## config.mk

```make
export PLATFORM = sky130hd
export DESIGN_NAME = axi_wr_queue
export DESIGN_NICKNAME = d
export VERILOG_FILES = /design/src/rtl/axi_wr_queue.sv
export SDC_FILE = /design/constraint.sdc
export NUM_CORES = 1
export LEC_CHECK = 0
export ABC_CLOCK_PERIOD_IN_PS = 11600
export BUFFER_PORTS_ARGS = -buffer_cell sky130_fd_sc_hd__buf_4
export CAP_MARGIN = 20
export CORE_ASPECT_RATIO = 0.8
export CORE_MARGIN = 3
export CORE_UTILIZATION = 55
export CTS_BUF_LIST = sky130_fd_sc_hd__clkbuf_4
export CTS_CLUSTER_SIZE = 28
export DETAILED_ROUTE_END_ITERATION = 16
export GPL_ROUTABILITY_DRIVEN = 0
export GPL_TIMING_DRIVEN = 0
export PLACE_DENSITY = 0.84
export RECOVER_POWER = 100
export SLEW_MARGIN = 40
export SYNTH_ARGS = -nofsm -noshare
export SYNTH_HDL_FRONTEND = slang
export SYNTH_SLANG_ARGS = --single-unit
export TNS_END_PERCENT = 5
```

## constraint.sdc

```tcl
create_clock -name clk -period 11.6 [get_ports clk]
set_clock_uncertainty 0.2 [all_clocks]
set_input_delay 2.32 -clock clk [delete_from_list [all_inputs] [get_ports clk]]
set_output_delay 2.32 -clock clk [all_outputs]
set_load 0.05 [all_outputs]
```

## src/rtl/axi_wr_queue.sv

```systemverilog
// Posted write buffer: queues line/single writes and issues them one at a time as AXI AW/W/B transactions.
// Latency: enqueue to awvalid/wvalid is 2 cycles when idle; one transaction is outstanding at a time.
// Backpressure: wr_rdy drops when all DEPTH entries are occupied; AW/W outputs hold while awready/wready are low.
module axi_wr_queue #(
   parameter int D_BYTES_PER_LINE = 16,
   parameter int DEPTH = 4,
   parameter logic [3:0] AXI_ID = 4'd0,
   localparam int D_WORDS_PER_LINE = D_BYTES_PER_LINE / 4,
   localparam int D_LINE_WIDTH = 32 * D_WORDS_PER_LINE
) (
   input  logic                    clk,
   input  logic                    reset,
   // enqueue side
   input  logic                    wr_req,
   output logic                    wr_rdy,
   input  logic                    burst,
   input  logic [D_LINE_WIDTH-1:0] data,
   input  logic [31:0]             addr,
   input  logic [1:0]              size,
   input  logic [3:0]              strb,
   // read-side coordination
   input  logic                    read_unfinish,
   input  logic [31:0]             chk_addr,
   output logic                    chk_hit,
   output logic                    wr_idle,
   // AXI write-address channel
   output logic [3:0]              awid,
   output logic [31:0]             awaddr,
   output logic [7:0]              awlen,
   output logic [2:0]              awsize,
   output logic [1:0]              awburst,
   output logic [1:0]              awlock,
   output logic [3:0]              awcache,
   output logic [2:0]              awprot,
   output logic                    awvalid,
   input  logic                    awready,
   // AXI write-data channel
   output logic [3:0]              wid,
   output logic [31:0]             wdata,
   output logic [3:0]              wstrb,
   output logic                    wlast,
   output logic                    wvalid,
   input  logic                    wready,
   // AXI write-response channel
   input  logic [3:0]              bid,
   input  logic [1:0]              bresp,
   input  logic                    bvalid,
   output logic                    bready
);

   localparam int OFF_W  = $clog2(D_BYTES_PER_LINE);
   localparam int PTR_W  = $clog2(DEPTH);
   localparam int CNT_W  = PTR_W + 1;
   localparam int BEAT_W = $clog2(D_WORDS_PER_LINE);

   localparam logic [CNT_W-1:0]  FULL      = CNT_W'(DEPTH);
   localparam logic [BEAT_W-1:0] LAST_BEAT = BEAT_W'(D_WORDS_PER_LINE - 1);
   localparam logic [7:0]        LINE_LEN  = 8'(D_WORDS_PER_LINE - 1);

   localparam logic [1:0] S_IDLE   = 2'd0;
   localparam logic [1:0] S_SEND   = 2'd1;
   localparam logic [1:0] S_WAIT_B = 2'd2;

   // entry storage; no reset needed because occupancy is tracked by count
   logic [D_WORDS_PER_LINE-1:0][31:0] q_data  [DEPTH];
   logic [31:0]                       q_addr  [DEPTH];
   logic                              q_burst [DEPTH];
   logic [1:0]                        q_size  [DEPTH];
   logic [3:0]                        q_strb  [DEPTH];

   logic [PTR_W-1:0]  head;
   logic [PTR_W-1:0]  tail;
   logic [CNT_W-1:0]  count;
   logic [1:0]        state;
   logic              aw_done;
   logic              w_done;
   logic [BEAT_W-1:0] beat;

   logic push;
   logic pop;
   logic aw_hs;
   logic w_hs;
   logic w_final;
   logic aw_fin;
   logic w_fin;
   logic head_burst;

   assign wr_rdy  = (count != FULL);
   assign push    = wr_req && wr_rdy;
   // retire only once the response arrives; wr_rdy deliberately ignores this
   assign pop     = (state == S_WAIT_B) && bvalid;

   assign aw_hs   = awvalid && awready;
   assign w_hs    = wvalid && wready;
   assign w_final = w_hs && wlast;
   assign aw_fin  = aw_done || aw_hs;
   assign w_fin   = w_done || w_final;

   assign head_burst = q_burst[head];

   // capture a new entry at the tail
   always_ff @(posedge clk) begin
      if (push) begin
         q_data[tail]  <= data;
         q_addr[tail]  <= addr;
         q_burst[tail] <= burst;
         q_size[tail]  <= size;
         q_strb[tail]  <= strb;
      end
   end

   // circular pointers and occupancy; power-of-two DEPTH lets the pointers wrap naturally
   always_ff @(posedge clk) begin
      if (reset) begin
         head  <= '0;
         tail  <= '0;
         count <= '0;
      end else begin
         if (push) tail <= tail + 1'b1;
         if (pop)  head <= head + 1'b1;
         case ({push, pop})
            2'b10:   count <= count + 1'b1;
            2'b01:   count <= count - 1'b1;
            default: count <= count;
         endcase
      end
   end

   // issue engine: AW and W complete independently, then wait for the response
   always_ff @(posedge clk) begin
      if (reset) begin
         state   <= S_IDLE;
         aw_done <= 1'b0;
         w_done  <= 1'b0;
         beat    <= '0;
      end else begin
         case (state)
            S_IDLE: begin
               if ((count != '0) && !read_unfinish) begin
                  state   <= S_SEND;
                  aw_done <= 1'b0;
                  w_done  <= 1'b0;
                  beat    <= '0;
               end
            end
            S_SEND: begin
               if (aw_hs)          aw_done <= 1'b1;
               if (w_final)        w_done  <= 1'b1;
               if (w_hs && !wlast) beat    <= beat + 1'b1;
               if (aw_fin && w_fin) state  <= S_WAIT_B;
            end
            S_WAIT_B: begin
               if (bvalid) state <= S_IDLE;
            end
            default: state <= S_IDLE;
         endcase
      end
   end

   // read-after-write conflict check over every occupied entry, head included until retired
   always_comb begin
      logic [PTR_W-1:0] offs;
      offs    = '0;
      chk_hit = 1'b0;
      for (int i = 0; i < DEPTH; i++) begin
         offs = PTR_W'(i) - head;
         if (({1'b0, offs} < count) &&
             (q_addr[i][31:OFF_W] == chk_addr[31:OFF_W]))
            chk_hit = 1'b1;
      end
   end

   assign wr_idle = (count == '0) && (state == S_IDLE);

   // AW channel: full lines are INCR word bursts, singles are one FIXED beat
   assign awid    = AXI_ID;
   assign awaddr  = q_addr[head];
   assign awlen   = head_burst ? LINE_LEN : 8'd0;
   assign awsize  = head_burst ? 3'd2 : {1'b0, q_size[head]};
   assign awburst = head_burst ? 2'b01 : 2'b00;
   assign awlock  = 2'b00;
   assign awcache = 4'b0000;
   assign awprot  = 3'b000;
   assign awvalid = (state == S_SEND) && !aw_done;

   // W channel: beat walks the head line; a single write always sends word 0
   assign wid    = AXI_ID;
   assign wdata  = q_data[head][beat];
   assign wstrb  = head_burst ? 4'hF : q_strb[head];
   assign wlast  = head_burst ? (beat == LAST_BEAT) : 1'b1;
   assign wvalid = (state == S_SEND) && !w_done;

   assign bready = 1'b1;

   // response id/status and the in-line offset of chk_addr carry no information here
   logic unused_bits;
   assign unused_bits = ^{bid, bresp, chk_addr[OFF_W-1:0]};

   // channel payloads must not change while a stalled handshake is pending
   a_aw_hold: assert property (@(posedge clk) disable iff (reset)
      (awvalid && !awready) |=> (awvalid && $stable({awaddr, awlen, awsize, awburst})));
   a_w_hold: assert property (@(posedge clk) disable iff (reset)
      (wvalid && !wready) |=> (wvalid && $stable({wdata, wstrb, wlast})));
   a_count_range: assert property (@(posedge clk) disable iff (reset) (count <= FULL));

endmodule

```

# After elaboration in Yosys (flattened, before gate mapping)
# Memory sizes are Yosys's and may differ from the RTL's. A register that Yosys moved wholly into a read port is not among the register bits.
# Cells that the tools add are included.
# op_classes
n_addsub,9
multipliers,0
div,0
order_cmp,5
eq_ne,16
n_shift,0
n_mux,36
bitwise_logic,0
reduce_logical,30
# ops
cell,n
== test 28 bit,4
binary-select mux 32 bit (select 2 bit),1
two-way mux 2 bit,17
two-way mux 32 bit,1
logical AND 1 bit,15
< comparator 2 x 3 -> 1 bit,4
!= test 2 bit (second input constant),6
AND reduction 3 bit,4
two-way mux 1 bit,11
adder 2 x 1 -> 2 bit (second input constant),3
== test 2 bit (second input constant),3
case mux 2 bit (3 select lines),1
case mux 3 bit (2 select lines),1
== test 2 x 1 -> 1 bit (second input constant),2
logical NOT 1 bit,4
two-way mux 4 bit,1
case mux 1 bit (2 select lines),2
case mux 2 bit (2 select lines),1
nonzero test 2 bit,2
subtractor 1 x 2 -> 2 bit (first input constant),2
subtractor 2 bit (first input constant),2
adder 3 x 1 -> 3 bit (second input constant),1
logical NOT 3 bit,1
< comparator 2 x 3 -> 1 bit (second input constant),1
other kinds (5),6
# word_totals
regBits,13
latch_bits,0
ram_bits,668
romBits,0
input_bits,212
output_inout_bits,105
word_cells,108
memories,5
# memory_table
name,words,word_bits,rd,rd_ports_with_merged_regs,write_ports,line_no,source
q_data,4,128,1,1,1,65,logic [D_WORDS_PER_LINE-1:0][31:0] q_data [DEPTH];
q_addr,4,32,5,1,1,66,logic [31:0] q_addr [DEPTH];
q_strb,4,4,1,1,1,69,logic [3:0] q_strb [DEPTH];
q_size,4,2,1,1,1,68,logic [1:0] q_size [DEPTH];
q_burst,4,1,1,1,1,67,logic q_burst [DEPTH];

# Longest topological paths before layout
# depth
depth_word,8
mapped_depth,10
mapped_depth_nobuf,10

# Worst setup path before layout
# No wires, ideal clock.
# synth_timing
path_kind,in2reg
startpoint,input port wr_req
endpoint,memory q_addr[0][0] (enable)
setup_ns,0.549
arrival_ns,6.177
required_time_ns,10.851
setup_slack_ns,4.674
stages,1
n_path_buf,0
path_cell_list,and3_1
# synth_via
elab_chain_len,3
# synth_rtl
item,line_no,source
"start, declared",14,"input logic wr_req,"
logical AND 1 bit,89,assign push = wr_req && wr_rdy;
two-way mux 1 bit,103,if (push) begin
two-way mux 1 bit (not written as such),105,q_addr[tail] <= addr;
"end, declared",66,
# Every way passes these cells.

==> flow_results.xml <==
<?xml version="1.0" encoding="UTF-8"?>
<metrics>
  <group name="worst_setup_path">
    <metric name="crit_path_max_incr_delay" unit="ns">0.79</metric>
    <metric name="timing.critical_path.mode_cell" unit="">clkbuf_1</metric>
    <metric name="crit_path_top_delay_cell" unit="">clkbuf_1</metric>
    <metric name="crit_arrival" unit="ns">5.53</metric>
    <metric name="crit_path_cell_trace" unit="">clkbuf_1 &gt; clkbuf_1 &gt; clkbuf_1 &gt; clkbuf_1 &gt; clkbuf_1 &gt; mux4_2 &gt; clkbuf_1</metric>
    <metric name="crit_type" unit="">reg -&gt; out</metric>
    <metric name="worstSetupStartpointType" unit="">flip-flop</metric>
    <metric name="critical_path_buf_inv_count" unit="">6</metric>
    <metric name="worstPathMaxFanout" unit="">10</metric>
    <metric name="critPathTopFamily" unit="">buffers and inverters</metric>
    <metric name="timing.critical_path.to_type" unit="">output pin</metric>
    <metric name="critPathRequiredTime" unit="ns">9.08</metric>
  </group>
  <group name="finish">
    <metric name="layout.cells.most_common" unit="">edfxtp_1</metric>
    <metric name="area_growth" unit="%">15.7</metric>
    <metric name="utilization" unit="">0.647</metric>
    <metric name="area_taken_by_multi_input_logic_gates" unit="sq mm">0.00635</metric>
    <metric name="final_nets" unit="">1924</metric>
    <metric name="fin_cells" unit="">2468</metric>
    <metric name="filler_cell_count" unit="">3373</metric>
    <metric name="drive_above_1_share" unit="">0.301</metric>
    <metric name="area_occupied_by_registers" unit="sq mm">0.0204</metric>
    <metric name="commonest_cells_after_routing_fill_and_taps_aside" unit="">668 x edfxtp_1, 286 x clkbuf_1, 245 x clkbuf_4</metric>
  </group>
  <group name="drt">
    <metric name="vias_per_cell" unit="">5.75</metric>
    <metric name="drcViolationCount" unit="">0</metric>
    <metric name="drt_first_iter_violations" unit="">1224</metric>
    <metric name="drt_first_pass_iters" unit="">5</metric>
    <metric name="wl_per_cell" unit="um">24.9</metric>
    <metric name="totalWireLength" unit="um">61400</metric>
    <metric name="ant_nets" unit="">0</metric>
    <metric name="vias" unit="">14200</metric>
  </group>
  <group name="yosys">
    <metric name="syn-cell-area" unit="sq mm">0.0272</metric>
    <metric name="postSynthCellCount" unit="">1213</metric>
    <metric name="synth_seq_area_share" unit="">0.748</metric>
    <metric name="netlist_top_cells_area" unit="">edfxtp_1 74%, mux4_2 16%, xor2_1 2.6%, xnor2_1 1.2%, dfxtp_1 1.1%</metric>
    <metric name="yosys_warnings" unit="">0</metric>
    <metric name="synth_largest_type_area_fraction" unit="">0.737</metric>
    <metric name="synth_top_area_cell" unit="">edfxtp_1</metric>
    <metric name="share_of_flip_flops_with_an_asynchronous_set_or_reset" unit="">0</metric>
    <metric name="synth_edf_count" unit="">668</metric>
    <metric name="synth-main-ff-cell" unit="">edfxtp_1</metric>
    <metric name="synth.ff_latch_count" unit="">683</metric>
    <metric name="synth.lib_cells_used.distinct" unit="">36</metric>
    <metric name="postSynthAreaPerCell" unit="sq um">22.4</metric>
  </group>
  <group name="timing">
    <metric name="worst_hold_slack" unit="ns">0.313</metric>
    <metric name="final.min_clock_period" unit="ns">8.05</metric>
    <metric name="final-setup-viol-count" unit="">0</metric>
    <metric name="setup_repair_after_global_routing_missed_its_margin" unit="">false</metric>
    <metric name="fin_crit_sh" unit="">0.694</metric>
    <metric name="final-hold-violation-count" unit="">0</metric>
    <metric name="fin_setup_tns" unit="ns">0</metric>
    <metric name="timing_max_transition_violations_final" unit="">507</metric>
    <metric name="worst_pin_slew" unit="ns">2.26</metric>
    <metric name="fmax" unit="MHz">124</metric>
    <metric name="slew-limit-headroom" unit="">-0.508</metric>
  </group>
  <group name="die">
    <metric name="number_of_i_o_pins" unit="">317</metric>
    <metric name="die-width" unit="um">255</metric>
    <metric name="design.die.area" unit="sq mm">0.0522</metric>
    <metric name="core_area" unit="sq mm">0.0486</metric>
    <metric name="initial_utilization" unit="">0.559</metric>
    <metric name="chipHeight" unit="um">205</metric>
    <metric name="site_rows" unit="">72</metric>
  </group>
  <group name="job">
    <metric name="maxcap_violations" unit="">17</metric>
  </group>
  <group name="clock_network">
    <metric name="post_cts.repair.setup_buffers" unit="">0</metric>
    <metric name="cts.repair.resized" unit="">0</metric>
    <metric name="hold_buffers" unit="">0</metric>
    <metric name="cts_tree" unit="">done</metric>
    <metric name="cts_buffer_depth" unit="">3</metric>
    <metric name="worstSkewPairLatency" unit="ns">0.88</metric>
    <metric name="clk_transition_reported_paths" unit="ns">0.07</metric>
    <metric name="htree_num_levels" unit="">4</metric>
    <metric name="clkSinkCount" unit="">683</metric>
    <metric name="cts_inserted_buffers" unit="">162</metric>
    <metric name="cts.root.buffer_cell" unit="">clkbuf_4</metric>
  </group>
  <group name="placed_design">
    <metric name="detailedPlacementHpwl" unit="um">41700</metric>
    <metric name="buffer_ports.inserted" unit="">276</metric>
    <metric name="placedCellCount" unit="">2166</metric>
  </group>
  <group name="power_and_ir_drop">
    <metric name="power.static_leakage" unit="nW">10.1</metric>
    <metric name="power.ir.vdd_worst" unit="mV">0.127</metric>
    <metric name="design_power_total" unit="mW">5.29</metric>
    <metric name="power.density" unit="mW/mm^2">168</metric>
  </group>
  <group name="global_route">
    <metric name="first_global_vias" unit="">15100</metric>
    <metric name="grt_use_total" unit="">0.240</metric>
    <metric name="grt_overflow" unit="">0</metric>
    <metric name="antenna_violations_before_repair" unit="">17</metric>
    <metric name="grt_start_max_net_pins" unit="">36</metric>
    <metric name="grt_first_pass_wirelength" unit="um">90800</metric>
  </group>
  <group name="run_status">
    <metric name="status" unit="">finished with violations</metric>
    <metric name="failed_checks" unit="">max-capacitance violations, max-slew violations</metric>
  </group>
  <group name="worst_hold_path">
    <metric name="hold_path_class" unit="">reg -&gt; reg</metric>
  </group>
</metrics>
==> metal layers <==
layer  track usage  wire (um)  share of wire  vias up
li1              -          -              -     6114
met1         0.304      23100           0.38     7262
met2         0.394      31400           0.51      657
met3        0.0804       5230          0.085      138
met4        0.0822       1530          0.025       24
met5             0        167         0.0027        -
==> cell usage after synthesis (all sizes together), types with 7 or more instances <==
| library cell | count |
|---|---|
| nand2 | 8 |
| edfxtp | 668 |
| ha | 10 |
| nor2 | 14 |
| xor2 | 82 |
| a21oi | 12 |
| nand4 | 12 |
| buf | 64 |
| xnor2 | 36 |
| inv | 10 |
| nor4 | 24 |
| mux4 | 199 |
| dfxtp | 15 |
| clkbuf | 18 |
| o21ai | 7 |
==> logic make-up after synthesis <==
| kind of cell | share of synthesized area |
|---|---|
| DFF | 0.748 |
| adders and majority gates | 0.00534 |
| buffers and inverters | 0.0213 |
| AOI/OAI and AO/OA | 0.00474 |
| and+or+nand+nor | 0.0172 |
| xor gates and xnor gates | 0.0380 |
| muxes | 0.165 |
| other | 0.000276 |
==> stage by stage <==
step                worst slack [ns]  area [sq um]
floorplan                       4.67         27300
global placement                1.48         30200
detailed placement              5.16         30700
CTS                             5.06         32800
global route                    2.97         31500
finish                          3.55         31500
==> sequential cells by signal (all words and copies together), names as in the netlist, named ones only <==
register  cells
count         3
state         2
q_burst       4
q_addr      128
beat          2
tail          2
w_done        1
q_size        8
q_data      512
q_strb       16
aw_done       1
head          2
==> worst reg2reg max path: cells and delay by family, from the launching register on <==
| family | cells | cell delay [ns] |
|---|---|---|
| buf+inv | 5 | 5.08 |
| flops | 1 | 0.43 |
| simple gates | 2 | 0.96 |
==> report_power, final <==
group / internal (mW) / switching [mW]
sequential: 2.84 / 0.0344
clock: 1.05 / 0.925
combinational: 0.137 / 0.302
==> path summary, 6_finish.rpt <==
check / start / depth (start not counted) / slack, ns / endpoint
min: tail[1] / 2 / 0.31 / tail[1]
max: flip-flop / 7 / 3.55 / awaddr[24]
max reg2reg: count[0] / 7 / 4.47 / q_data[2][71]
min reg2reg: tail[1] / 2 / 0.31 / tail[1]
==> area by class of cell <==
type,count,share of cell area
tap,629,0.0250
inverter,10,0.00119
buffer,82,0.0154
sequential,683,0.647
timing repair buffer,300,0.0404
clock inverter,51,0.0106
multi-input combinational,462,0.202
antenna,10,0.000795
clock buffer,241,0.0575
(Power assumes the default switching activity.)
